$ cat config.mk
export PLATFORM = sky130hd
export DESIGN_NAME = uart_rx_os16_flat
export DESIGN_NICKNAME = d
export VERILOG_FILES = /design/src/rtl/uart_rx_os16_if.sv /design/src/rtl/uart_rx_os16.sv /design/src/flat_wrapper.sv
export SDC_FILE = /design/constraint.sdc
export NUM_CORES = 1
export LEC_CHECK = 0
export BUFFER_PORTS_ARGS = -buffer_cell sky130_fd_sc_hd__buf_2
export CAP_MARGIN = 20
export CORE_MARGIN = 2
export CORE_UTILIZATION = 57
export DETAILED_ROUTE_END_ITERATION = 10
export PLACE_DENSITY_LB_ADDON = 0.1
export SYNTH_ARGS = -nofsm -noshare
export SYNTH_HDL_FRONTEND = slang
export SYNTH_SLANG_ARGS = --single-unit
$ cat constraint.sdc
create_clock -name clk -period 2.4 [get_ports clk]
set_input_delay 0.12 -clock clk [delete_from_list [all_inputs] [get_ports clk]]
set_output_delay 0.12 -clock clk [all_outputs]
set_load 0.01 [all_outputs]
$ cat src/rtl/uart_rx_os16_if.sv
// Receive-side handshake bundle for uart_rx_os16.
//   master : the receiver; drives the held byte, its error flags and rx_valid,
//            and observes rx_ready from the consumer.
//   slave  : the consumer (loopback checker or CPU-side test driver); accepts
//            the held byte on any clk edge where rx_valid & rx_ready.
// Signals:
//   rx_data      held received byte (DATA_BITS wide)
//   rx_valid     holding register full
//   rx_ready     consumer accepts this edge
//   framing_err  stop bit sampled 0 for the held byte
//   parity_err   parity mismatch for the held byte
//   overrun_err  sticky: a completed frame was dropped while the register was full
interface uart_rx_os16_if #(
  parameter int DATA_BITS = 8
);
  logic [DATA_BITS-1:0] rx_data;
  logic                 rx_valid;
  logic                 rx_ready;
  logic                 framing_err;
  logic                 parity_err;
  logic                 overrun_err;

  modport master (
    output rx_data,
    output rx_valid,
    output framing_err,
    output parity_err,
    output overrun_err,
    input  rx_ready
  );

  modport slave (
    input  rx_data,
    input  rx_valid,
    input  framing_err,
    input  parity_err,
    input  overrun_err,
    output rx_ready
  );
endinterface

$ cat src/rtl/uart_rx_os16.sv
// Oversampling asynchronous serial receiver for the 6850 ACIA TxData line.
// Recovers LSB-first frames (start, DATA_BITS data, optional parity, stop)
// from an idle-high line using a baud_tick enable at OVERSAMPLE x baud, and
// hands each byte plus its error flags to a one-entry holding register.
// Ports:
//   clk        system clock
//   reset_n    asynchronous active-low reset
//   baud_tick  one-clk enable pulse at OVERSAMPLE x baud
//   rxd        asynchronous serial input, idle high
//   busy       receiver is in the middle of a frame (FSM not idle)
//   rx         master side of uart_rx_os16_if (rx_data, rx_valid, rx_ready,
//              framing_err, parity_err, overrun_err)
// Parameters:
//   DATA_BITS   5..8 data bits per frame
//   PARITY      0 none, 1 even, 2 odd
//   OVERSAMPLE  ticks per bit, even and >= 4
//   SYNC_STAGES rxd synchroniser depth, >= 2
module uart_rx_os16 #(
  parameter int DATA_BITS   = 8,
  parameter int PARITY      = 0,
  parameter int OVERSAMPLE  = 16,
  parameter int SYNC_STAGES = 2
) (
  input  logic           clk,
  input  logic           reset_n,
  input  logic           baud_tick,
  input  logic           rxd,
  output logic           busy,
  uart_rx_os16_if.master rx
);

  localparam int                TICK_W    = $clog2(OVERSAMPLE);
  localparam logic [TICK_W-1:0] TICK_MID  = TICK_W'(OVERSAMPLE / 2 - 1);
  localparam logic [TICK_W-1:0] TICK_LAST = TICK_W'(OVERSAMPLE - 1);
  localparam logic [3:0]        BIT_LAST  = 4'(DATA_BITS - 1);
  localparam logic              PAR_ODD   = (PARITY == 2);
  localparam logic              PAR_ON    = (PARITY != 0);

  typedef enum logic [2:0] {
    S_IDLE,
    S_START,
    S_DATA,
    S_PARITY,
    S_STOP,
    S_BRK_WAIT
  } state_t;

  logic [SYNC_STAGES-1:0] sync_q;
  logic                   rxs;

  state_t                 state;
  logic [TICK_W-1:0]      tick_cnt;
  logic [3:0]             bit_cnt;
  logic [DATA_BITS-1:0]   shift_q;
  logic                   par_err_q;
  logic                   busy_q;

  logic [DATA_BITS-1:0]   data_q;
  logic                   valid_q;
  logic                   ferr_q;
  logic                   perr_q;
  logic                   ovr_q;
  logic                   accept;

  // Synchroniser: resets to idle-high so a reset never looks like a start bit.
  always_ff @(posedge clk or negedge reset_n) begin
    if (!reset_n) begin
      sync_q <= '1;
    end else begin
      sync_q <= {sync_q[SYNC_STAGES-2:0], rxd};
    end
  end

  assign rxs    = sync_q[SYNC_STAGES-1];
  assign accept = valid_q & rx.rx_ready;

  // Receive FSM and holding register. The accept clear is written first so a
  // commit on the same edge (later assignment) takes precedence for
  // rx_valid/flags while overrun_err stays cleared.
  always_ff @(posedge clk or negedge reset_n) begin
    if (!reset_n) begin
      state     <= S_IDLE;
      tick_cnt  <= '0;
      bit_cnt   <= '0;
      shift_q   <= '0;
      par_err_q <= 1'b0;
      busy_q    <= 1'b0;
      data_q    <= '0;
      valid_q   <= 1'b0;
      ferr_q    <= 1'b0;
      perr_q    <= 1'b0;
      ovr_q     <= 1'b0;
    end else begin
      if (accept) begin
        valid_q <= 1'b0;
        ferr_q  <= 1'b0;
        perr_q  <= 1'b0;
        ovr_q   <= 1'b0;
      end

      if (baud_tick) begin
        unique case (state)
          S_IDLE: begin
            if (!rxs) begin
              state    <= S_START;
              tick_cnt <= '0;
              busy_q   <= 1'b1;
            end
          end

          S_START: begin
            if (tick_cnt == TICK_MID) begin
              tick_cnt <= '0;
              if (rxs) begin
                // Line went back high before mid start bit: a glitch.
                state  <= S_IDLE;
                busy_q <= 1'b0;
              end else begin
                state   <= S_DATA;
                bit_cnt <= '0;
              end
            end else begin
              tick_cnt <= tick_cnt + 1'b1;
            end
          end

          S_DATA: begin
            if (tick_cnt == TICK_LAST) begin
              tick_cnt <= '0;
              shift_q  <= {rxs, shift_q[DATA_BITS-1:1]};
              bit_cnt  <= bit_cnt + 1'b1;
              if (bit_cnt == BIT_LAST) begin
                state <= PAR_ON ? S_PARITY : S_STOP;
              end
            end else begin
              tick_cnt <= tick_cnt + 1'b1;
            end
          end

          S_PARITY: begin
            if (tick_cnt == TICK_LAST) begin
              tick_cnt  <= '0;
              par_err_q <= (^shift_q) ^ rxs ^ PAR_ODD;
              state     <= S_STOP;
            end else begin
              tick_cnt <= tick_cnt + 1'b1;
            end
          end

          S_STOP: begin
            if (tick_cnt == TICK_LAST) begin
              tick_cnt <= '0;
              if (!valid_q || rx.rx_ready) begin
                data_q  <= shift_q;
                valid_q <= 1'b1;
                ferr_q  <= ~rxs;
                perr_q  <= PAR_ON ? par_err_q : 1'b0;
              end else begin
                ovr_q <= 1'b1;
              end
              // A low stop bit means break or framing fault: wait for the line
              // to return high so the same low level is not taken as a start.
              state  <= rxs ? S_IDLE : S_BRK_WAIT;
              busy_q <= ~rxs;
            end else begin
              tick_cnt <= tick_cnt + 1'b1;
            end
          end

          S_BRK_WAIT: begin
            if (rxs) begin
              state  <= S_IDLE;
              busy_q <= 1'b0;
            end
          end

          default: begin
            state  <= S_IDLE;
            busy_q <= 1'b0;
          end
        endcase
      end
    end
  end

  assign busy           = busy_q;
  assign rx.rx_data     = data_q;
  assign rx.rx_valid    = valid_q;
  assign rx.framing_err = ferr_q;
  assign rx.parity_err  = perr_q;
  assign rx.overrun_err = ovr_q;

endmodule
$ cat src/flat_wrapper.sv
// flat-port wrapper written by rule: the top's interface ports become plain ports
module uart_rx_os16_flat 
#(
  parameter int DATA_BITS   = 8,
  parameter int PARITY      = 0,
  parameter int OVERSAMPLE  = 16,
  parameter int SYNC_STAGES = 2
)
  (clk, reset_n, baud_tick, rxd, busy, rx_rx_data, rx_rx_valid, rx_framing_err, rx_parity_err, rx_overrun_err, rx_rx_ready);
  uart_rx_os16_if #(.DATA_BITS(DATA_BITS)) rx_i ();
  input  logic clk;
  input  logic reset_n;
  input  logic baud_tick;
  input  logic rxd;
  output logic busy;
  output wire logic [$bits(rx_i.rx_data)-1:0] rx_rx_data;
  output wire logic [$bits(rx_i.rx_valid)-1:0] rx_rx_valid;
  output wire logic [$bits(rx_i.framing_err)-1:0] rx_framing_err;
  output wire logic [$bits(rx_i.parity_err)-1:0] rx_parity_err;
  output wire logic [$bits(rx_i.overrun_err)-1:0] rx_overrun_err;
  input wire logic [$bits(rx_i.rx_ready)-1:0] rx_rx_ready;
  assign rx_rx_data = rx_i.rx_data;
  assign rx_rx_valid = rx_i.rx_valid;
  assign rx_framing_err = rx_i.framing_err;
  assign rx_parity_err = rx_i.parity_err;
  assign rx_overrun_err = rx_i.overrun_err;
  assign rx_i.rx_ready = rx_rx_ready;
  uart_rx_os16 #(.DATA_BITS(DATA_BITS), .PARITY(PARITY), .OVERSAMPLE(OVERSAMPLE), .SYNC_STAGES(SYNC_STAGES)) u_core (.clk(clk), .reset_n(reset_n), .baud_tick(baud_tick), .rxd(rxd), .busy(busy), .rx(rx_i));
endmodule
**Word-level counts from Yosys, hierarchy flattened**

Cells that the tools add are included.

- Multiplexer cells: 42
- Reduce and logical (&&, ||, !) cells: 13
- Bitwise gates (word level): 3
- Equal/unequal tests: 16
- Add/sub/neg operators: 2

Operators by type and width:

| cell | count |
|---|---|
| $mux W1 | 24 |
| $mux W3 | 8 |
| $mux W4 | 5 |
| $pmux W3 S6 | 1 |
| $ne A2 B1 Y1 const B | 6 |
| $pmux W4 S3 | 1 |
| $reduce_and A5 Y1 | 2 |
| $add A4 B1 Y4 const B | 2 |
| $eq A4 B3 Y1 const B | 2 |
| $pmux W4 S2 | 1 |
| $reduce_and A8 Y1 | 1 |
| $eq A3 B2 Y1 const B | 2 |
| $eq A3 B3 Y1 const B | 2 |
| $reduce_and A3 Y1 | 2 |
| $pmux W1 S5 | 1 |
| $eq A4 B4 Y1 const B | 1 |
| $ne A2 B2 Y1 const B | 2 |
| $reduce_and A4 Y1 | 1 |
| $eq A3 B1 Y1 const B | 1 |
| $logic_not A3 Y1 | 1 |
| $reduce_bool A3 Y1 | 1 |
| $reduce_or A3 Y1 | 1 |
| $mux W2 | 1 |
| $not A1 Y1 | 2 |
| 5 further kinds | 5 |

- Input port bits: 5
- Register bits: 34
- Logic and storage cells: 87
- Output and inout port bits: 13

**Logic depth before layout (Yosys ltp)**

- Depth in word-level cells: 6
- Depth in mapped cells: 6
- Gate-level depth less buffers: 5

**Worst setup path after synthesis**

No wires, ideal clock.

- Kind: register to register
- Start point: reg u_core.tick_cnt[0]
- End point: reg u_core.data_q[0], in the netlist u_core.rx.rx_data[0]
- Path buffers: 1
- Period minus slack after synthesis: 1.807 ns
- Cell stages (with the launch flop): 7
- Library setup time: 0.125 ns
- Data required time: 2.275 ns
- Data arrival time: 1.682 ns
- Setup slack: 0.593 ns
- Path through: dfrtp_1 > ha_1 > and3_1 > buf_2 > nand4_1 > a21oi_2 > mux2_2

- Longest elaborated chain between the ends: 2

RTL lines:

| what | line | text |
|---|---|---|
| start, declared | uart_rx_os16.sv:52 | `logic [TICK_W-1:0] tick_cnt;` |
| start signal, assigned | uart_rx_os16.sv:123 | `tick_cnt <= tick_cnt + 1'b1;` |
| start signal, assigned | uart_rx_os16.sv:136 | `tick_cnt <= tick_cnt + 1'b1;` |
| start signal, assigned | uart_rx_os16.sv:146 | `tick_cnt <= tick_cnt + 1'b1;` |
| $eq A4 B4 Y1 | uart_rx_os16.sv:151 | `if (tick_cnt == TICK_LAST) begin` |
| $reduce_and A4 Y1 (no line) | -- |  |
| end signal, assigned | uart_rx_os16.sv:154 | `data_q <= shift_q;` |
| end, declared | uart_rx_os16.sv:58 | `logic [DATA_BITS-1:0] data_q;` |

No other way between the ends.
A chain may end at the register's enable or synchronous reset.

**Final worst setup path**

- Start point: reg u_core.tick_cnt[0]
- End point: reg u_core.data_q[1], in the netlist u_core.rx.rx_data[1]

Same word-level chain as after synthesis.

==> metrics.yaml <==
run_status:
  status: "finished clean"
detailed_routing:
  wl_um: 2948
  via_count: 1201
  drc: 0
  firstDrtPassIters: 4
  drt_iter0_markers: 56
  viasPerCell: 6.005
  ant_nets: 0
  wl_per_cell_um: 14.74
critical_path:
  r2r_slack_ns: 0.38
  crit_path_end_kind: "flip-flop"
  path_max_fanout: 9
  reg2reg_depth: 5
  critical_path_required_ns: 2.60
  r2r-end: "u_core.rx.rx_data[1]"
  worstSetupPathType: "reg -> reg"
  start_kind: "flip-flop"
  critical_path_arrival_ns: 2.22
  worstReg2RegStart: "u_core.tick_cnt[0]"
logic_synthesis:
  synth_cell_types: 45
  postSynthCellCount: 148
  syn_area_per_cell_um2: 11.01
  synthTopCellsByArea: "dfrtp_1, mux2_2, o21ai_0, dfstp_2, nand2_1"
  ys_ff_latch: 34
  synthFlopType: "dfrtp_1"
  synth_top_area_share: 0.4916
  ys_seq_area_frac: 0.5238
  synth.most_common_cell: "dfrtp_1"
  synthesis.nets: 155
  netlist_top_cells_count: "dfrtp_1, mux2_2, o21ai_0"
  synth_edf_count: 0
  synthArstFlopShare: 1.000
  ys_warn_count: 0
  synth_top_area_cell: "dfrtp_1"
  synth_area_um2: 1629
sta:
  drv_slew: 0
  fmax_ghz: 0.4954
  period_share: 0.8411
  final-setup-viol-count: 0
  fin_crit_ns: 2.019
  timing.slew.headroom: 0.5156
  whs_ns: 0.1679
  rsz0062_at_grt: "no"
  tightestPinTransition_ns: 0.7266
  fin_ws_ns: 0.3814
  skew_ns: 0.007534
  hold_viol: 0
  fin_setup_tns_ns: 0
hold_path:
  min_path_cells: 3
  worst_hold_startpoint: "baud_tick"
  holdCritPathClass: "in -> reg"
  min_to: "u_core.tick_cnt[1]"
grt:
  antenna_found_initial: 0
  grt_pass1_wl_um: 5078
  overflow: 0
  grt_max_degree: 35
  first_global_vias: 1163
  track_usage: 0.1996
floorplanning:
  die_w_um: 57.46
  ios: 18
  die_area_um2: 3302
  core_um2: 2734
  die_h_um: 57.46
  initial_core_util: 0.5959
  rows: 19
power:
  p_per_area_nw_per_um2: 775.2
  leakage_nw: 0.8643
  ir_drop_mv: 0.5803
  total_power_mw: 1.405
layout:
  diodes: 0
  fin_area_um2: 1813
  utilization: 0.6632
  area_growth_pct: 11.29
  fin_nets: 175
  nFillCells: 207
  drive_gt1_frac: 0.2781
  final_cells: 200
  multiInputGateArea_um2: 700.7
  seq_area_um2: 853.3
job:
  max_cap_violations: 0
placement:
  hpwlAfterDp_um: 2025
  place_ws_ns: 0.3916
  place_congestion: 0.8614
  dp.cells: 189
  dpl_cell_area_um2: 1723
  portBuffers: 17
clocking:
  cts_buffers: 5
  clk_pin_slew_worst_paths_ns: 0.10
  h-tree-depth: 2
  clk_latency_ns: 0.32
  cts_sinks: 34
  cts_buffer_depth: 2
  cts_root_buf: "clkbuf_4"
  cts_resized: 0
  cts_tree: "yes"
-- worst max-delay path by stage --
stage                            start              endpoint  slack (ns)  cells after the start
CTS                 u_core.tick_cnt[0]  u_core.rx.rx_data[1]        0.38                      5
global route        u_core.tick_cnt[0]  u_core.rx.rx_data[2]        0.20                      5
floorplan           u_core.tick_cnt[0]  u_core.rx.rx_data[0]        0.59                      6
finish              u_core.tick_cnt[0]  u_core.rx.rx_data[1]        0.38                      5
detailed placement  u_core.tick_cnt[0]  u_core.rx.rx_data[1]        0.39                      5
global placement       u_core.state[1]  u_core.rx.rx_data[6]        0.44                      4
-- power breakdown --
group	total [mW]	internal [mW]	switching [mW]	leakage, nW
clock	0.324	0.142	0.182	0.0353
sequential	0.716	0.621	0.0953	0.460
combinational	0.365	0.160	0.205	0.369
-- cell families (layout without fill, tap and decap cells) --
kind of cell    Yosys count  in the layout  synth area share
fa+ha+maj                 2              2           0.01536
xor+xnor                  1              1          0.005377
buf+inv                  17             38           0.04608
simple gates             39             39            0.1344
mux                      18             18            0.1229
flops                    34             34            0.5238
compound gates           37             37            0.1521
-- sequential cells by signal (all words and copies together) (netlist names) --
register / count
u_core.tick_cnt: 4
u_core.rx.rx_valid: 1
u_core.shift_q: 8
u_core.busy: 1
u_core.state: 3
u_core.rx.framing_err: 1
u_core.rx.rx_data: 8
u_core.rx.overrun_err: 1
u_core.rx.parity_err: 1
u_core.sync_q: 2
u_core.bit_cnt: 4
-- layer usage --
layer	vias to the layer above	global-route usage	routed length [µm]
met5	-	0	0
met1	583	0.2579	1327
li1	586	-	-
met4	0	0.08638	18
met2	30	0.3263	1497
met3	2	0.04082	105
-- final cells by class --
type,count,share of cell area
clock buffers,7,0.03037
multi-input cells,97,0.3865
inverters,8,0.01656
clock inverters,1,0.002761
flip-flops and latches,34,0.4707
repair buffers,22,0.07177
well taps,31,0.02139
-- timing repair --
action	in CTS	in global routing
endpoints found under the hold margin	34	0
hold buffers	3	0
buffers inserted	0	0
-- critical path, cell delays in order, from the launching register on --
cell     delay [ns]
dfrtp_1        0.40
ha_1           0.26
and3_1         0.30
nand4_1        0.14
a21oi_2        0.41
mux2_2         0.40
-- cells in the final DEF (no fill, tap or decap), types with 4 or more instances in the layout --
| cell type | netlist | layout |
|---|---|---|
| buf_2 | 3 | 17 |
| clkbuf_4 | 0 | 5 |
| dfrtp_1 | 32 | 32 |
| inv_1 | 8 | 8 |
| mux2_2 | 16 | 16 |
| nand2_1 | 11 | 11 |
| nand3_1 | 6 | 6 |
| nand4_1 | 4 | 4 |
| o21ai_0 | 12 | 12 |
(Power assumes the default switching activity.)
